## src/rtl/ps2_key_decoder.sv

```systemverilog
// ps2_key_decoder
//   Turns the raw PS/2 keyboard clock/data lines into an 11-bit event word
//   for the keyboard-matrix block. Both lines are synchronised and the clock
//   is deglitched. 11-bit frames are deserialised, and their parity and stop
//   bits are checked. The E0/F0/E1 prefixes are folded into one event per key.
//
//   Ports:
//     clk_sys   in   system clock (only clock)
//     reset     in   synchronous active-high reset
//     ps2_clk   in   raw PS/2 clock (asynchronous)
//     ps2_data  in   raw PS/2 data (asynchronous)
//     ps2_key   out  [10] toggle per event, [9] press, [8] extended, [7:0] code
//     err       out  one-cycle pulse per rejected or timed-out frame
module ps2_key_decoder #(
    parameter int unsigned FILTER  = 8,
    parameter int unsigned TIMEOUT = 100000
) (
    input  logic        clk_sys,
    input  logic        reset,
    input  logic        ps2_clk,
    input  logic        ps2_data,
    output logic [10:0] ps2_key,
    output logic        err
);

    localparam int unsigned FW = $clog2(FILTER + 1);
    localparam int unsigned TW = $clog2(TIMEOUT + 1);

    typedef enum logic [1:0] {S_IDLE, S_DATA, S_PARITY, S_STOP} state_t;

    state_t          r_state, w_next;
    logic            r_clk_s1, r_clk_s2, r_dat_s1, r_dat_s2;
    logic [FW-1:0]   r_fcnt;
    logic            r_fclk;
    logic [TW-1:0]   r_tcnt;
    logic [7:0]      r_shift;
    logic [2:0]      r_bitcnt;
    logic            r_par;
    logic            r_ext, r_rel;
    logic [2:0]      r_skip;
    logic [10:0]     r_key;
    logic            r_err;

    logic            w_fall, w_timeout, w_par_ok;
    logic            w_shift_en, w_par_en, w_byte_valid, w_frame_err;

    // Two-stage synchronisers; idle level of both lines is high.
    always_ff @(posedge clk_sys) begin
        if (reset) begin
            r_clk_s1 <= 1'b1;
            r_clk_s2 <= 1'b1;
            r_dat_s1 <= 1'b1;
            r_dat_s2 <= 1'b1;
        end else begin
            r_clk_s1 <= ps2_clk;
            r_clk_s2 <= r_clk_s1;
            r_dat_s1 <= ps2_data;
            r_dat_s2 <= r_dat_s1;
        end
    end

    // The filtered clock flips only after FILTER consecutive samples that
    // disagree with it. Any agreeing sample restarts the run.
    always_ff @(posedge clk_sys) begin
        if (reset) begin
            r_fcnt <= '0;
            r_fclk <= 1'b1;
        end else if (r_clk_s2 == r_fclk) begin
            r_fcnt <= '0;
        end else if (r_fcnt == FW'(FILTER - 1)) begin
            r_fcnt <= '0;
            r_fclk <= r_clk_s2;
        end else begin
            r_fcnt <= r_fcnt + FW'(1);
        end
    end

    // Asserted on the same cycle that fclk is about to go 1->0, so data is
    // taken from the synchronised line alongside it.
    assign w_fall = r_fclk & ~r_clk_s2 & (r_fcnt == FW'(FILTER - 1));

    // Inter-edge watchdog, only armed while a frame is in progress.
    always_ff @(posedge clk_sys) begin
        if (reset || r_state == S_IDLE || w_fall)
            r_tcnt <= '0;
        else
            r_tcnt <= r_tcnt + TW'(1);
    end

    assign w_timeout = (r_state != S_IDLE) && !w_fall && (r_tcnt == TW'(TIMEOUT - 1));
    assign w_par_ok  = ^{r_shift, r_par};

    // State register.
    always_ff @(posedge clk_sys) begin
        if (reset) r_state <= S_IDLE;
        else       r_state <= w_next;
    end

    // Next-state logic.
    always_comb begin
        w_next = r_state;
        if (w_timeout) begin
            w_next = S_IDLE;
        end else if (w_fall) begin
            unique case (r_state)
                S_IDLE:   if (!r_dat_s2) w_next = S_DATA;
                S_DATA:   if (r_bitcnt == 3'd7) w_next = S_PARITY;
                S_PARITY: w_next = S_STOP;
                S_STOP:   w_next = S_IDLE;
                default:  w_next = S_IDLE;
            endcase
        end
    end

    // Output / control decode.
    always_comb begin
        w_shift_en   = 1'b0;
        w_par_en     = 1'b0;
        w_byte_valid = 1'b0;
        w_frame_err  = 1'b0;
        if (w_fall) begin
            unique case (r_state)
                S_DATA:   w_shift_en = 1'b1;
                S_PARITY: w_par_en   = 1'b1;
                S_STOP: begin
                    w_byte_valid = r_dat_s2 & w_par_ok;
                    w_frame_err  = ~(r_dat_s2 & w_par_ok);
                end
                default: ;
            endcase
        end
    end

    // Frame datapath: LSB-first shift, bit counter, parity capture.
    always_ff @(posedge clk_sys) begin
        if (reset) begin
            r_shift  <= '0;
            r_bitcnt <= '0;
            r_par    <= 1'b0;
        end else begin
            if (r_state == S_IDLE)
                r_bitcnt <= '0;
            if (w_shift_en) begin
                r_shift  <= {r_dat_s2, r_shift[7:1]};
                r_bitcnt <= r_bitcnt + 3'd1;
            end
            if (w_par_en)
                r_par <= r_dat_s2;
        end
    end

    // Byte handler. E1 arms a skip of the remaining seven Pause bytes.
    // Every error path also clears the prefix state.
    always_ff @(posedge clk_sys) begin
        if (reset) begin
            r_key  <= '0;
            r_err  <= 1'b0;
            r_ext  <= 1'b0;
            r_rel  <= 1'b0;
            r_skip <= '0;
        end else begin
            r_err <= w_frame_err | w_timeout;
            if (w_frame_err || w_timeout) begin
                r_ext  <= 1'b0;
                r_rel  <= 1'b0;
                r_skip <= '0;
            end else if (w_byte_valid) begin
                if (r_skip != 3'd0) begin
                    r_skip <= r_skip - 3'd1;
                end else begin
                    unique case (r_shift)
                        8'hE1: r_skip <= 3'd7;
                        8'hE0: r_ext  <= 1'b1;
                        8'hF0: r_rel  <= 1'b1;
                        default: begin
                            r_key <= {~r_key[10], ~r_rel, r_ext, r_shift};
                            r_ext <= 1'b0;
                            r_rel <= 1'b0;
                        end
                    endcase
                end
            end
        end
    end

    assign ps2_key = r_key;
    assign err     = r_err;

endmodule

```

## config.mk

```make
export PLATFORM = sky130hd
export DESIGN_NAME = ps2_key_decoder
export DESIGN_NICKNAME = d
export VERILOG_FILES = /design/src/rtl/ps2_key_decoder.sv
export SDC_FILE = /design/constraint.sdc
export NUM_CORES = 1
export LEC_CHECK = 0
export CORE_ASPECT_RATIO = 0.5
export CORE_MARGIN = 1.5
export CORE_UTILIZATION = 53
export DETAILED_ROUTE_END_ITERATION = 8
export MAX_ROUTING_LAYER = met4
export PLACE_DENSITY_LB_ADDON = 0.1
export SYNTH_ARGS = -nofsm -noshare
export SYNTH_HDL_FRONTEND = slang
export SYNTH_SLANG_ARGS = --single-unit
```

## constraint.sdc

```tcl
create_clock -name clk_sys -period 1.6 [get_ports clk_sys]
set_input_delay 0.32 -clock clk_sys [delete_from_list [all_inputs] [get_ports clk_sys]]
set_output_delay 0.32 -clock clk_sys [all_outputs]
set_load 0.05 [all_outputs]
```

==> results of run 1 <==
what timing repair did:
action | CTS | global route
setup endpoints to repair | 31 | 37
hold buffers | 0 | 0
gates cloned | 1 | 1
pin swaps | 1 | 7
gates resized for setup | 8 | 25
setup buffers | 1 | 1
power breakdown:
group | leakage, µW | internal [µW] | switching (µW)
logic | 0.000755 | 23.3 | 25.2
clock network | 0.0000932 | 639 | 541
registers | 0.000462 | 1420 | 3.22
worst max path at each step:
stage / depth (start not counted) / end / slack (ns)
floorplan: 6 / r_skip[0]$_SDFFE_PP0P_ / -0.13
global placement: 5 / r_skip[2]$_SDFFE_PP0P_ / -0.21
global route: 5 / ps2_key[9]$_SDFFE_PP0P_ / -0.33
finish: 5 / ps2_key[9]$_SDFFE_PP0P_ / -0.27
CTS: 5 / ps2_key[9]$_SDFFE_PP0P_ / -0.26
detailed placement: 5 / r_skip[1]$_SDFFE_PP0P_ / -0.25
cell type report:
class | instances | share of cell area (%)
clock inverter | 3 | 0.437
clock buffer | 13 | 4.62
multi-input combinational | 217 | 43.9
tap | 66 | 2.40
timing repair buffer | 61 | 13.8
inverter | 13 | 1.42
sequential | 57 | 33.4
state kept, by name (all words and copies together), names as in the netlist:
| signal | count |
|---|---|
| r_clk_s2 | 1 |
| err | 1 |
| ps2_key | 11 |
| r_ext | 1 |
| r_fclk | 1 |
| r_tcnt | 17 |
| r_fcnt | 4 |
| r_shift | 8 |
| r_dat_s1 | 1 |
| r_skip | 3 |
| r_par | 1 |
| r_bitcnt | 3 |
| r_state | 2 |
| r_clk_s1 | 1 |
| r_rel | 1 |
| r_dat_s2 | 1 |
logic make-up after synthesis:
family | after synthesis
flip-flops | 57
adder cells (fa/ha/maj) | 11
AND/OR/NAND/NOR | 123
AO/OA/AOI/OAI | 58
multiplexers | 4
XOR/XNOR | 19
buffers and inverters | 30
synthesized netlist by cell type, types with 3 or more instances:
library cell  count
or3_1            10
xnor2_1           9
and2_1            3
nor3_1            9
dfxtp_1          57
ha_1             11
buf_2             3
a21oi_1          31
nand2_1          32
nand2b_1          3
nand4_1          13
nor2_1           27
nand3_1          10
a31oi_1           3
inv_1            13
or2_2             4
o21ai_0          18
clkbuf_1         11
xor2_1            8
layer usage:
layer,track usage (%),up-vias,share of wire [%]
li1,-,1164,-
met1,26.1,1084,46
met2,39.5,35,49
met3,8.27,6,4.7
met4,7.76,0,0.90
met5,-,-,0
critical path: stages, from the launching register on:
cell     delay [ns]
dfxtp_2        0.34
xnor2_2        0.14
xnor3_2        0.56
mux2i_4        0.27
or3_1          0.36
a21oi_1        0.14
through the flow:
stage          setup TNS (ns)  util [%]  hold WS (ns)  total power, µW  setup WS [ns]
2_1_floorplan           -1.31         -         0.389             1480         -0.133
3_3_place_gp            -2.65      67.7         0.391             1500         -0.213
3_5_place_dp            -3.70      67.7         0.402             1500         -0.247
4_1_cts                 -3.02      72.6         0.418             2680         -0.260
5_1_grt                 -4.77      75.5         0.421             2740         -0.335
6_report                -3.23      75.5         0.414             2660         -0.271
==> impl_results.md, run 1 <==
- Overall die height: 52.5 µm
- H-tree Lvls: 3
- Via density per instance: 5.32
- Largest cells by area after synthesis: dfxtp_1 (44%), a21oi_1 (6.0%), ha_1 (5.3%)
- Fraction of the mapped netlist area in adder cells: around 5.3%
- Final design instance area without fill: 3440 µm²
- Crit path launch: r_par$_SDFFE_PP0P_
- Setup repair after global routing missed its margin: true
- Skew-Pair Late Insertion Delay: 0.33 ns
- Largest net degree at the start of global routing: 18
- Placeable core area: approximately 4600 µm²
- Root buf cell: clkbuf_8
- Crit path setup slack, layout: -0.271 ns
- Multi-input combinational cell area: 1510 µm²
- Share of the cycle needed by the critical path after routing: 117%
- P per Cell Area: between 700 and 800 nW/µm²
- Clock transition at the register clock pins on the worst setup and hold paths after CTS: approximately 0.060 ns
- Number of enable-type register cells in the synthesized netlist: 0
- Final clock skew: ~0.0061 ns
- DRC violation total after the first TritonRoute iteration: 71
- Total number of clock tree sinks: 57
- Number of max-cap violations: 0
- Area fraction of the dominant cell type after synthesis: around 44%
- Setup Viol. Count Final: 17
- Predominant post-synthesis flop cell: dfxtp_1
- Slew HR: between 60% and 70%
- Asr flop ratio synth: 0%
- Area of placed instances: 3080 µm²
- Combinational family with the most area after synthesis: simple AND/OR/NAND/NOR gates
- Number of hold violations in the final report: 0
- Worst Min Path Start: r_dat_s1$_SDFF_PP1_
- Cells after synthesis: 302
- Via count of the first global-routing pass: roughly 2100
- Placed wire-length estimate: around 3900 µm
- Sequential element share of the synthesized area: 44.0%
- XOR/XNOR share of the synthesized area: 7.52%
- Mapped Avg Cell Area: 8.60 µm²
- Final cell count without fillers: 430
- Number of input and output port buffers inserted: 15
- DRT antenna net count: 0
- Mux contribution to synthesized area: 2.22%
- 1st-pass router iterations: 4
- Final routed DRC violation total: 0
- Critical Path RT: 1.86 ns
- Share of synthesized cell area in and, or, nand and nor gates: 24.0%
- Worst reg2reg setup slack: -0.27 ns
- Wire length per cell after detailed routing: 13.1 µm
- Post-layout nets: between 300 and 400
- Critical register-to-register path endpoint: ps2_key[9]$_SDFFE_PP0P_
- Most frequent cells in the layout: buf_4 (56), dfxtp_1 (51), nand2_1 (30), a21oi_1 (30), nor2_1 (26)
- Number of stages on the worst hold path: 1
- Maximum buffer depth of the clock tree: 2
- Row count: 17
- Fraction of layout instances using a drive strength above 1: between 30% and 40%
- Worst EP arrival: between 2 and 2.5 ns
- Routed Wire Length: ~5700 µm
- Post-synthesis net count: 317
- Antenna cells: 0
- CP Class: reg2reg
- Number of synthesis warnings: 0
- Type of the worst min-delay path: reg2reg
- Sequential standard cell area: around 1100 µm²
- Cell taking the most area after synthesis: dfxtp_1
- Gp weighted congestion: ~0.86
- Maximum clock frequency: 0.534 GHz
- Most common cell after layout, fill and taps aside: buf_4
- Leakage power of the design: 0.00131 µW
- TritonCTS clock tree: done
- Global-route wire length before repair: 9090 µm
- Critical path capture point type: flip-flop
- Total standard cell area after synthesis: 2600 µm²
- Area growth from synthesis to final layout: 32.3%
- Gr usage total: 23.3%
- Largest fanout on the critical path: 8
- Peak supply drop: 0.000550 V
- Number of max-slew violations in the final report: 0
- Cell variety after synth: 42
- Filler instances: 348
- Worst hold path endpoint: r_dat_s2$_SDFF_PP1_
- Routed vias: between 2000 and 2500
- Register bit count reported by yosys: 57
- Least-Margin Pin Slew: 0.537 ns
- Compound-cell area share of the yosys netlist: roughly 12%
- Outcome: complete, but fails checks
- Category of the worst setup path launch point: flip-flop
- Violations in the final reports: setup timing
- Crit path time final: approximately 1.9 ns
- Dpl cells: 410
- Number of buffers created by CTS: 9
- Num ports: 16
- Initial Utilization: 57.0%
- Number of antenna violations at the first check in global routing: 0
- Critical R2R Launch: r_par$_SDFFE_PP0P_
- Horiz. Die Dim: 102 µm
- Register-to-Register Path Depth: 5
- Floorplan die area: approximately 5400 µm²
- Overflow left after global routing: 0
No activity file was read; power rests on OpenSTA's default activity.
==> run 2, diff against run 1 <==
ABC_CLOCK_PERIOD_IN_PS = 1600   (was not set)
==> results of run 2 <==
Same layout as run 1: the final DEF is identical, and so are final timing and power.
